`src/rtl/div_pkg.sv`:
```
// div_pkg: shared definitions for the sequential restoring divider.
//   DIV_WIDTH : default divisor/remainder width (dividend/quotient are 2x).
//   DIV_CNT_W : iteration counter width for the default width.
//   state_t   : divider FSM states.
package div_pkg;

  localparam int unsigned DIV_WIDTH = 6;
  localparam int unsigned DIV_CNT_W = $clog2(2 * DIV_WIDTH);

  typedef enum logic [1:0] {
    IDLE = 2'd0,
    CALC = 2'd1,
    DONE = 2'd2
  } state_t;

endpackage

```
`src/rtl/div_step.sv`:
```
// div_step: one combinational restoring-division iteration.
//   rem     : current partial remainder (always < dvs)
//   dvs     : divisor
//   din     : next dividend bit shifted into the partial remainder
//   rem_nxt : partial remainder after the conditional subtract
//   qbit    : quotient bit produced by this iteration
module div_step
  import div_pkg::*;
#(
  parameter int unsigned WIDTH = DIV_WIDTH
) (
  input  logic [WIDTH-1:0] rem,
  input  logic [WIDTH-1:0] dvs,
  input  logic             din,
  output logic [WIDTH-1:0] rem_nxt,
  output logic             qbit
);

  logic [WIDTH:0] shifted;
  logic [WIDTH:0] diff;

  assign shifted = {rem, din};
  assign diff    = shifted - {1'b0, dvs};

  // rem < dvs keeps shifted < 2*dvs, so the top bit of the difference is
  // set exactly when the subtract borrows (shifted < dvs).
  assign qbit    = ~diff[WIDTH];
  assign rem_nxt = qbit ? diff[WIDTH-1:0] : shifted[WIDTH-1:0];

endmodule

```
`src/rtl/div_seq.sv`:
```
// div_seq: sequential restoring divider, one quotient bit per clock.
//   clk  : system clock, rising edge
//   rst  : asynchronous active-high reset
//   e    : start request (accepted in IDLE or DONE)
//   a    : 2*WIDTH-bit dividend, captured on an accepted start
//   b    : WIDTH-bit divisor, captured on an accepted start
//   q    : 2*WIDTH-bit quotient (registered, held until next completion)
//   r    : WIDTH-bit remainder (registered, held until next completion)
//   busy : high while iterating
//   done : one-cycle pulse, q/r/dz valid
//   dz   : divide-by-zero flag of the last operation
// Optional macro DIV_SIGNED_EN: two's-complement operands; magnitudes are
// divided and signs applied when entering DONE (quotient truncates toward
// zero, remainder takes the dividend sign).
module div_seq
  import div_pkg::*;
#(
  parameter int unsigned WIDTH = DIV_WIDTH
) (
  input  logic                 clk,
  input  logic                 rst,
  input  logic                 e,
  input  logic [2*WIDTH-1:0]   a,
  input  logic [WIDTH-1:0]     b,
  output logic [2*WIDTH-1:0]   q,
  output logic [WIDTH-1:0]     r,
  output logic                 busy,
  output logic                 done,
  output logic                 dz
);

  localparam int unsigned DW = 2 * WIDTH;
  localparam int unsigned CW = $clog2(DW);

  state_t           state;
  logic [CW-1:0]    cnt;
  logic [DW-1:0]    work;   // dividend bits shift out the top, quotient bits in the bottom
  logic [WIDTH-1:0] prem;
  logic [WIDTH-1:0] dvs;

  logic [WIDTH-1:0] step_rem;
  logic             step_q;
  logic [DW-1:0]    q_raw;
  logic [DW-1:0]    q_fin;
  logic [WIDTH-1:0] r_fin;
  logic [DW-1:0]    a_mag;
  logic [WIDTH-1:0] b_mag;

  div_step #(.WIDTH(WIDTH)) u_step (
    .rem     (prem),
    .dvs     (dvs),
    .din     (work[DW-1]),
    .rem_nxt (step_rem),
    .qbit    (step_q)
  );

  assign q_raw = {work[DW-2:0], step_q};

`ifdef DIV_SIGNED_EN
  logic neg_q;
  logic neg_r;

  assign a_mag = a[DW-1]    ? (~a + DW'(1))    : a;
  assign b_mag = b[WIDTH-1] ? (~b + WIDTH'(1)) : b;
  assign q_fin = neg_q ? (~q_raw + DW'(1))       : q_raw;
  assign r_fin = neg_r ? (~step_rem + WIDTH'(1)) : step_rem;

  always_ff @(posedge clk or posedge rst) begin
    if (rst) begin
      neg_q <= 1'b0;
      neg_r <= 1'b0;
    end else if (state != CALC && e) begin
      neg_q <= a[DW-1] ^ b[WIDTH-1];
      neg_r <= a[DW-1];
    end
  end
`else
  assign a_mag = a;
  assign b_mag = b;
  assign q_fin = q_raw;
  assign r_fin = step_rem;
`endif

  assign busy = (state == CALC);
  assign done = (state == DONE);

  always_ff @(posedge clk or posedge rst) begin
    if (rst) begin
      state <= IDLE;
      cnt   <= '0;
      work  <= '0;
      prem  <= '0;
      dvs   <= '0;
      q     <= '0;
      r     <= '0;
      dz    <= 1'b0;
    end else begin
      case (state)
        CALC: begin
          work <= q_raw;
          prem <= step_rem;
          cnt  <= cnt - CW'(1);
          if (cnt == '0) begin
            state <= DONE;
            q     <= q_fin;
            r     <= r_fin;
            dz    <= 1'b0;
          end
        end
        default: begin
          if (e) begin
            if (b == '0) begin
              state <= DONE;
              q     <= '1;
              r     <= a[WIDTH-1:0];
              dz    <= 1'b1;
            end else begin
              state <= CALC;
              cnt   <= CW'(DW - 1);
              work  <= a_mag;
              prem  <= '0;
              dvs   <= b_mag;
            end
          end else begin
            state <= IDLE;
          end
        end
      endcase
    end
  end

endmodule

```
`config.mk`:
```
export PLATFORM = sky130hd
export DESIGN_NAME = div_seq
export DESIGN_NICKNAME = d
export VERILOG_FILES = /design/src/rtl/div_pkg.sv /design/src/rtl/div_step.sv /design/src/rtl/div_seq.sv
export SDC_FILE = /design/constraint.sdc
export NUM_CORES = 1
export LEC_CHECK = 0
export ABC_AREA = 1
export BUFFER_PORTS_ARGS = -buffer_cell sky130_fd_sc_hd__buf_2
export CAP_MARGIN = 10
export CORE_MARGIN = 3
export CORE_UTILIZATION = 55
export DETAILED_ROUTE_END_ITERATION = 7
export PLACE_DENSITY = 0.74
export SYNTH_ARGS = -nofsm -noshare
export SYNTH_HDL_FRONTEND = slang
export SYNTH_SLANG_ARGS = --single-unit
```
`constraint.sdc`:
```
create_clock -name clk -period 2.9 [get_ports clk]
set_clock_uncertainty 0.05 [all_clocks]
set_input_delay 0.435 -clock clk [delete_from_list [all_inputs] [get_ports clk]]
set_output_delay 0.435 -clock clk [all_outputs]
set_load 0.02 [all_outputs]
```
==> impl_metrics.toml <==
[run_status]
status = "completed"

[timing]
final.period_utilization_pct = 75.32
rsz0062_at_grt = "no"
timing.final.max_slew_violations = 0
fin_setup_tns_ns = 0
fmax_ghz = 0.4578
setup_viol_count_final = 0
hold_violations = 0
finalCriticalPeriod_ns = 2.184
tightest_slew_ns = 0.9988
max_slew_margin_pct = 33.32

[power]
pwr-share-seq_pct = 35.3
p_leak_nw = 1.514
pwr-share-clk_pct = 10.9
combPwrFrac_pct = 53.8
p_sw_share_pct = 45.72
power.internal_mw = 1.831
ir_worst_vdd_uv = 589.6
p_sw_mw = 1.542
p_per_area_mw_per_mm2 = 1214

[synth]
synth_cells = 302
ys_ff_latch = 49
yosysTopAreaCellShare_pct = 49.37
avgSynthCellArea_um2 = 8.224
async_flop_share_pct = 100.0
syn_nets = 332
yosys_most_used_dff = "dfrtp_1"
ys_warn_count = 0
synthTopCellsByCount = "nand2_1 (60), dfrtp_1 (49), inv_1 (43), nor2_1 (33), nand3_1 (24)"
yosys.area.top_type = "dfrtp_1"
synthDistinctLibCells = 30
synthTopCellsByArea = "dfrtp_1 (49%), nand2_1 (9.1%), inv_1 (6.5%), nor2_1 (5.0%), nand3_1 (4.8%)"
synth_edf_count = 0
synth.most_common_cell = "nand2_1"
ys_seq_area_share_pct = 49.37
synth_area_mm2 = 0.002484

[global_routing]
grt_start_max_net_pins = 50
track_usage_pct = 21.09
grt_pass1_wl_mm = 8.707
grt_antenna_before_repair = 0
overflow = 0
grt_pass1_vias = 1926

[layout]
drive_gt1_share_pct = 18.18
stdcell_count = 391
area_delta_synth_final_pct = 11.89
nets = 372
diodes = 0

[route]
dr_total_vias = 2011
routed_via_density = 5.143
wirelength_mm = 5.111
drc = 0
ant_nets = 0
drt_iter0_markers = 115
drtPass1Iterations = 4
wl_per_cell_um = 13.07

[clock_tree]
h-tree-depth = 2
ctsHoldBuffers = 0
clk_latency_ns = 0.30
cts_buffer_depth = 2
cts.root.buffer_cell = "clkbuf_8"
path_clk_slew_ns = 0.09
cts_buffers = 5
cts_tree = "built"
cts_setup_buffers = 0
ctsResizeCount = 0
cts_sinks = 49

[critical_path]
worstPathArrival_ns = 2.37
crit_family = "simple AND/OR/NAND/NOR gates"
cp_common_cell = "nand3_1"
cp_num_cells = 13
crit_slowest_cell = "fa_1"
path_cells = "inv_1, ha_1, inv_1, fa_1, nand2_1, nand2_1, nand3_1, nand3_1, nand2_2, nand3_1, nand3_1, nand2_1, inv_1"
critPathRequiredTime_ns = 3.09
worstSetupPathType = "reg -> reg"
slowest_delay_ns = 0.39
cp-start-kind = "register"
reg2reg_slack_ns = 0.72
critical_path_buf_inv_count = 3
worstRegToRegCells = 13
worstPathMaxFanout = 8
crit_path_end_kind = "register"

[die]
die_w_um = 73.20
die-area_mm2 = 0.005358
core_area_mm2 = 0.004173
std_cell_rows = 23
pin_count = 42
fp.dieH_um = 73.20
start_util_pct = 59.52

[place]
portBuffers = 41
dp_cells = 385
dp_hpwl_mm = 3.737
gp_congestion = 0.9239

[run]
max-cap-violations = 0

[hold_path]
hp-class = "in -> async"
-- logic make-up after synthesis --
logic type,after synthesis,share of synthesized area (%)
buffers and inverters,58,9.723
DFF,49,49.37
and+or+nand+nor,142,25.44
xor gates and xnor gates,3,1.058
adders and majority gates,9,4.836
AOI/OAI and AO/OA,41,9.572
-- state kept, by name, indices dropped and copies added, names as in the netlist --
register and flops:
r 6, q 12, prem 6, dvs 6
work 12, dz 1, cnt 4, state 2
-- stage by stage --
| stage | hold WS [ns] | utilization [%] | worst slack [ns] | cell area, um^2 | power (mW) |
|---|---|---|---|---|---|
| detailed placement | 0.4147 | 64.83 | 0.7559 | 2705 | 3.023 |
| CTS | 0.3273 | 66.60 | 0.7427 | 2779 | 3.396 |
| global placement | 0.4038 | 64.83 | 0.8271 | 2705 | 2.975 |
| finish | 0.3084 | 66.60 | 0.7157 | 2779 | 3.373 |
| global route | 0.3483 | 66.60 | 0.4685 | 2779 | 3.724 |
| floorplan | 0.3857 | - | 0.9744 | 2484 | 2.581 |
-- final timing paths --
check                               from  endpoint
max in group asynchronous            rst      r[1]
min in group clk                    b[0]    dvs[0]
worst max-delay path            work[11]      r[5]
worst min-delay path                 rst      q[1]
worst max register to register  work[11]      r[5]
worst min register to register    cnt[3]    cnt[3]
-- cell usage in the layout (no fill, tap or decap) --
master     n
o211ai_1   7
inv_1     42
nand2_2    4
o22ai_1    2
ha_1       8
nand3_1   24
fa_1       1
buf_4      2
nor3_1     3
nand2_1   60
dfrtp_1   49
or2_0      6
inv_2      6
xor2_1     2
clkinv_2   1
xnor2_1    1
clkbuf_8   5
nor2_1    33
nor2_2     1
nand4_1    9
a31oi_1    6
o21ai_1    5
nor2_4     1
o31ai_1    1
a21oi_1    8
buf_2     41
a22oi_1    1
nand2_4    1
o21ai_0   11
-- power by group through the flow --
stage               registers [mW]  clock network, mW  logic, mW
global route                  1.23              0.402       2.09
CTS                           1.19              0.378       1.83
global placement              1.19                  0       1.79
finish                        1.19              0.367       1.81
floorplan                     1.32                  0       1.26
detailed placement            1.20                  0       1.82
-- layout make-up --
type	instances	area [um^2]
inverter	48	180.2
clock buffer	5	68.82
multi-input combinational	195	1016
tap	50	62.56
sequential	49	1226
clock inverter	1	5.005
timing repair buffer	43	220.2
fill	387	1394
-- worst register-to-register path, stage by stage, from the launching register on --
cell	delay (ns)
dfrtp_1	0.38
inv_1	0.07
ha_1	0.14
inv_1	0.07
fa_1	0.39
nand2_1	0.07
nand2_1	0.07
nand3_1	0.08
nand3_1	0.23
nand2_2	0.23
nand3_1	0.14
nand3_1	0.11
nand2_1	0.05
inv_1	0.04
-- metal layers --
| layer | share of wire [%] | global-route usage, % | wire length [um] |
|---|---|---|---|
| met4 | 1.8 | 7.787 | 94 |
| met5 | 0 | 0 | 0 |
| met3 | 5.2 | 4.270 | 266 |
| met1 | 47 | 30.28 | 2422 |
| met2 | 46 | 31.48 | 2327 |
No activity file was read; power rests on OpenSTA's default activity.
